`config.mk`:
```
export PLATFORM = sky130hd
export DESIGN_NAME = mem_responder
export DESIGN_NICKNAME = d
export VERILOG_FILES = /design/src/rtl/mem_responder.sv
export SDC_FILE = /design/constraint.sdc
export NUM_CORES = 1
export LEC_CHECK = 0
export BUFFER_PORTS_ARGS = -buffer_cell sky130_fd_sc_hd__clkbuf_2
export CORE_UTILIZATION = 40
export CTS_CLUSTER_SIZE = 8
export DETAILED_ROUTE_END_ITERATION = 6
export PLACE_DENSITY = 0.68
export SLEW_MARGIN = 20
export SYNTH_ARGS = -nofsm -noshare
export SYNTH_HDL_FRONTEND = slang
export SYNTH_SLANG_ARGS = --single-unit
```
`constraint.sdc`:
```
create_clock -name clk -period 5.84 [get_ports clk]
set_input_delay 0.292 -clock clk [delete_from_list [all_inputs] [get_ports clk]]
set_output_delay 0.292 -clock clk [all_outputs]
set_load 0.05 [all_outputs]
```
`src/rtl/mem_responder.sv`:
```
// mem_responder: memory-side responder shared by the instruction cache
// (device 0, read-only) and the data cache (device 1, read/write).
// Level-held requests are arbitrated round-robin, each access is issued to a
// synchronous single-port RAM, and read data returns on the shared mem_do bus
// with a one-cycle per-device ack. Incrementing burst reads are supported.
//
// Ports:
//   clk, reset                 clock, asynchronous active-high reset
//   device_1_mem_addr          icache word address (device 0)
//   device_2_mem_addr/_mem_di  dcache word address / write data (device 1)
//   device_2_bank_select       dcache byte-lane enables for writes
//   devices_burst_en/_mem_we   per-device burst / write request (we[0] ignored)
//   devices_mem_en             per-device request, held until final ack
//   devices_do_ack             per-device one-cycle completion/beat strobe
//   mem_do                     read data, valid while an ack bit is high
//   ram_*                      RAM address, write data, byte enables, strobes
//   ram_do                     RAM read data, RAM_LATENCY cycles after ram_en
module mem_responder #(
   parameter int unsigned ADDR_WIDTH  = 16,
   parameter int unsigned DATA_WIDTH  = 32,
   parameter int unsigned BURST_LEN   = 4,
   parameter int unsigned RAM_LATENCY = 1
) (
   input  logic                  clk,
   input  logic                  reset,
   input  logic [ADDR_WIDTH-1:0] device_1_mem_addr,
   input  logic [ADDR_WIDTH-1:0] device_2_mem_addr,
   input  logic [DATA_WIDTH-1:0] device_2_mem_di,
   input  logic [3:0]            device_2_bank_select,
   input  logic [1:0]            devices_burst_en,
   input  logic [1:0]            devices_mem_we,
   input  logic [1:0]            devices_mem_en,
   output logic [1:0]            devices_do_ack,
   output logic [DATA_WIDTH-1:0] mem_do,
   output logic [ADDR_WIDTH-1:0] ram_addr,
   output logic [DATA_WIDTH-1:0] ram_di,
   output logic [3:0]            ram_be,
   output logic                  ram_we,
   output logic                  ram_en,
   input  logic [DATA_WIDTH-1:0] ram_do
);

   localparam int unsigned BEAT_W = (BURST_LEN > 1)   ? $clog2(BURST_LEN)   : 1;
   localparam int unsigned LAT_W  = (RAM_LATENCY > 1) ? $clog2(RAM_LATENCY) : 1;

   typedef enum logic [2:0] {IDLE, ISSUE, WAIT, ACK, RECOVER} state_t;

   state_t                state, state_d;
   logic                  last_grant, last_grant_d;   // also the current grant once latched
   logic [ADDR_WIDTH-1:0] addr, addr_d;
   logic [DATA_WIDTH-1:0] di, di_d;
   logic [3:0]            be, be_d;
   logic                  we, we_d;
   logic                  burst, burst_d;
   logic [BEAT_W-1:0]     beat, beat_d;
   logic [LAT_W-1:0]      lat, lat_d;

   logic [1:0]            ack_d;
   logic [DATA_WIDTH-1:0] mem_do_d;
   logic [ADDR_WIDTH-1:0] ram_addr_d;
   logic [DATA_WIDTH-1:0] ram_di_d;
   logic [3:0]            ram_be_d;
   logic                  ram_we_d;
   logic                  ram_en_d;

   // The icache is read-only, so its write-request bit carries no meaning.
   logic unused_we0;
   assign unused_we0 = devices_mem_we[0];

   // State, request latches and registered outputs.
   always_ff @(posedge clk or posedge reset) begin
      if (reset) begin
         state          <= IDLE;
         last_grant     <= 1'b1;
         addr           <= '0;
         di             <= '0;
         be             <= '0;
         we             <= 1'b0;
         burst          <= 1'b0;
         beat           <= '0;
         lat            <= '0;
         devices_do_ack <= '0;
         mem_do         <= '0;
         ram_addr       <= '0;
         ram_di         <= '0;
         ram_be         <= '0;
         ram_we         <= 1'b0;
         ram_en         <= 1'b0;
      end else begin
         state          <= state_d;
         last_grant     <= last_grant_d;
         addr           <= addr_d;
         di             <= di_d;
         be             <= be_d;
         we             <= we_d;
         burst          <= burst_d;
         beat           <= beat_d;
         lat            <= lat_d;
         devices_do_ack <= ack_d;
         mem_do         <= mem_do_d;
         ram_addr       <= ram_addr_d;
         ram_di         <= ram_di_d;
         ram_be         <= ram_be_d;
         ram_we         <= ram_we_d;
         ram_en         <= ram_en_d;
      end
   end

   // Next state, request latching, and output values for the state being entered.
   always_comb begin
      state_d      = state;
      last_grant_d = last_grant;
      addr_d       = addr;
      di_d         = di;
      be_d         = be;
      we_d         = we;
      burst_d      = burst;
      beat_d       = beat;
      lat_d        = lat;

      case (state)
         IDLE: begin
            if (|devices_mem_en) begin
               // On a tie the device that was not served last wins.
               if (devices_mem_en == 2'b11) last_grant_d = ~last_grant;
               else                         last_grant_d = devices_mem_en[1];
               if (last_grant_d) begin
                  addr_d  = device_2_mem_addr;
                  di_d    = device_2_mem_di;
                  we_d    = devices_mem_we[1];
                  be_d    = devices_mem_we[1] ? device_2_bank_select : 4'b1111;
                  burst_d = devices_burst_en[1];
               end else begin
                  addr_d  = device_1_mem_addr;
                  di_d    = '0;
                  we_d    = 1'b0;
                  be_d    = 4'b1111;
                  burst_d = devices_burst_en[0];
               end
               beat_d  = '0;
               state_d = ISSUE;
            end
         end
         ISSUE: begin
            lat_d   = '0;
            state_d = we ? ACK : WAIT;
         end
         WAIT: begin
            if (lat == LAT_W'(RAM_LATENCY - 1)) state_d = ACK;
            else                                lat_d   = lat + LAT_W'(1);
         end
         ACK: begin
            // A write with burst_en falls through here as a single access.
            if (burst && !we && (beat < BEAT_W'(BURST_LEN - 1)) && devices_mem_en[last_grant]) begin
               addr_d  = addr + ADDR_WIDTH'(1);
               beat_d  = beat + BEAT_W'(1);
               state_d = ISSUE;
            end else begin
               state_d = RECOVER;
            end
         end
         RECOVER: state_d = IDLE;
         default: state_d = IDLE;
      endcase

      // Outputs are registered, so they are computed for state_d.
      ram_en_d   = (state_d == ISSUE);
      ram_we_d   = ram_en_d & we_d;
      ram_be_d   = ram_en_d ? be_d : 4'b0000;
      ram_addr_d = ram_en_d ? addr_d : ram_addr;
      ram_di_d   = ram_en_d ? di_d : ram_di;
      ack_d      = 2'b00;
      if (state_d == ACK) ack_d = last_grant_d ? 2'b10 : 2'b01;
      // mem_do only changes on read completion; writes leave it untouched.
      mem_do_d   = mem_do;
      if ((state == WAIT) && (state_d == ACK)) mem_do_d = ram_do;
   end

endmodule

```
==> results_dict.tcl <==
set metrics [dict create \
    path_buf_inv 1 \
    worstSkewPairLatency_ps 410 \
    critPathCaptureType "flop" \
    wire_per_inst_um 16.2 \
    hpwl_um 10200 \
    drc_errors 22 \
    grt_use_met2_pct 31.6 \
    synth_edf_count 0 \
    post-place-cells 884 \
    gr-total-overflow 0 \
    gp_congestion 0.889 \
    tritoncts "yes" \
    final_common_cell "clkbuf_2" \
    r2r_start "beat[0]$_DFFE_PP0P_" \
    synth_top_area_share_pct 60.8 \
    violations "DRC" \
    port_buffers 194 \
    hp-class "in -> async" \
    num_vias 4751 \
    status "finished with violations" \
    initial_core_util_pct 41.3 \
    area_growth_pct 27.7 \
    cp-startpoint "beat[0]$_DFFE_PP0P_" \
    final_cells 914 \
    h-tree-depth 4 \
    syn_nets 638 \
    drt_iter0_markers 248 \
    cap_viol_max_count 0 \
    grt_max_degree 88 \
    dr.pass1.iters 6 \
    row_count 44 \
    clkSinkCount 148 \
    ant_nets 0 \
    core_area_um2 14600 \
    grt_antenna_before_repair 0 \
    met3_usage_pct 7.02 \
    multi_input_comb_area_um2 2210 \
    routed_wl_um 14800 \
    finalSetupViolCount 0 \
    synthFlopType "dfrtp_1" \
    grt_pass1_wl_um 24500 \
    critPathRequiredTime_ps 6130 \
    power_frac_seq_pct 33.5 \
    seq_area_um2 3700 \
    cp_data_arrival_time_ps 3820 \
    ctsResizeCount 0 \
    tns_ps 0 \
    syn_inst 528 \
    die_h_um 125 \
    synth.area.top_cells "dfrtp_1, nand2_1, mux2_2, a22o_1, a31oi_1" \
    slowest_delay_ps 870 \
    worst_pin_slew_ps 1030 \
    criticalPathCategory "reg -> reg" \
    final_nets 829 \
    post_cts_buffers 0 \
    async_flop_share_pct 100 \
    antenna_cells 0 \
    max_freq_ghz 0.284 \
    fill_cells 1307 \
    vias_per_cell 5.20 \
    synth_area_leader_cell "dfrtp_1" \
    yosysSeqAreaShare_pct 61.2 \
    irDropWorstVdd_mv 0.279 \
    grt_usage_pct 20.0 \
    top_usage_layer "met2" \
    rsz0062_at_grt "no" \
    ys_ff_latch 148 \
    cts_root_buf "clkbuf_16" \
    final_cell_mix "clkbuf_2, dfrtp_1, nand2_1" \
    p_comb_share_pct 47.1 \
    switchingPower_mw 2.41 \
    drive_gt1_share_pct 39.0 \
    path_cells "ha_1 > or3b_4 > nor3_2 > nor2_4 > inv_2 > mux2_2" \
    skew_ps 6.10 \
    finalHoldViolCount 0 \
    cpMaxStageDelayCell "inv_2" \
    synth_warnings 0 \
    power_switching_share_pct 45.8 \
    dieArea_um2 15600 \
    powerDensity_nw_per_um2 680 \
    worstPathMaxFanout 57 \
    io_pins 196 \
    holdBufCountCts 0 \
    worst_hold_slack_ps 25.5 \
    cts_buffers 17 \
    clkTransAtPathRegs_ps 60 \
    power.internal_mw 2.85 \
    synth_area_um2 6050 \
    ys_types 55 \
    min_period_ps 3530 \
    grt_pass1_vias 4848 \
    crit_family "simple AND/OR/NAND/NOR gates" \
    pwr-share-clk_pct 19.4 \
    avgSynthCellArea_um2 11.5 \
    post-route-period-util_pct 60.4 \
    met1_usage_pct 24.9 \
    die_x_um 125 \
    slew_headroom_pct 31.1 \
    start_kind "flop" \
    drv_slew 0 \
    clock_path_buffers 2 \
    p_leak_nw 3.98 \
]
==> worst paths after layout <==
kind / end / slack (ps) / cells past startpoint
max: ram_addr[14]$_DFFE_PP0N_ / 2310 / 6
min: ram_di[10]$_DFFE_PP0N_ / 30 / 2
max reg2reg: ram_addr[14]$_DFFE_PP0N_ / 2310 / 6
min reg2reg: ram_di[4]$_DFFE_PP0N_ / 480 / 2
max in group asynchronous: ram_di[9]$_DFFE_PP0N_ / 4490 / 3
min in group clk: mem_do[7]$_DFFE_PP0P_ / 110 / 2
==> cell families after synthesis <==
group	after synthesis	share of synthesized area [%]
compound gates	91	11.4
xor+xnor	2	0.289
fa+ha+maj	2	0.413
buf+inv	32	2.60
flops	148	61.2
mux	48	8.91
simple gates	205	15.2
==> state kept, by name, indices dropped and copies added, names as in the netlist <==
name,flops
addr,16
be,4
beat,2
burst,1
devices_do_ack,2
di,32
last_grant,1
mem_do,32
ram_addr,16
ram_be,4
ram_di,32
ram_en,1
ram_we,1
state,3
we,1
==> cells in the mapped netlist (2+ instances only) <==
master and count:
a211o_1 3, a21o_1 2, a21oi_1 12, a221o_2 2
a22o_1 32, a31oi_1 15, and2_1 5, and4_1 3
buf_1 3, buf_2 9, buf_6 2, clkbuf_1 12
dfrtp_1 147, ha_1 2, inv_1 4, mux2_2 38
mux2_4 2, mux2i_1 7, nand2_1 139, nand2b_1 3
nand3_1 7, nand4_1 7, nor2_1 19, nor3_1 5
nor4_1 3, o211ai_1 2, o21ai_0 7, o221ai_1 3
o22a_1 6, or2_1 2
==> per-stage QoR <==
step                utilization [%]  power [mW]  area, um^2  setup WS (ps)
finish                         52.8        5.26        7730           2310
global route                   52.8        5.57        7730           2040
CTS                            52.8        5.30        7730           2280
detailed placement             49.0        4.26        7180           2290
global placement               49.0        4.18        7180           2360
floorplan                         -        3.66        6050           1570
==> routing by layer <==
metal	up-vias	wire length, um	share of wire [%]
li1	2228	-	-
met1	2317	6270	42
met2	174	6950	47
met3	32	1210	8.2
met4	0	379	2.6
met5	-	0	0
==> power by group through the flow <==
stage	registers (mW)	clock network, mW	logic [mW]
floorplan	2.62	0	1.04
global route	1.83	1.09	2.65
CTS	1.76	1.04	2.50
detailed placement	1.77	0	2.49
global placement	1.75	0	2.44
finish	1.76	1.02	2.47
==> final cells by class <==
type | count | area share, %
well taps | 184 | 2.98
clock buffers | 22 | 6.13
repair buffers | 199 | 13.0
inverters | 5 | 0.307
flip-flops and latches | 148 | 47.9
multi-input cells | 348 | 28.6
clock inverters | 8 | 0.987
(Power assumes the default switching activity.)
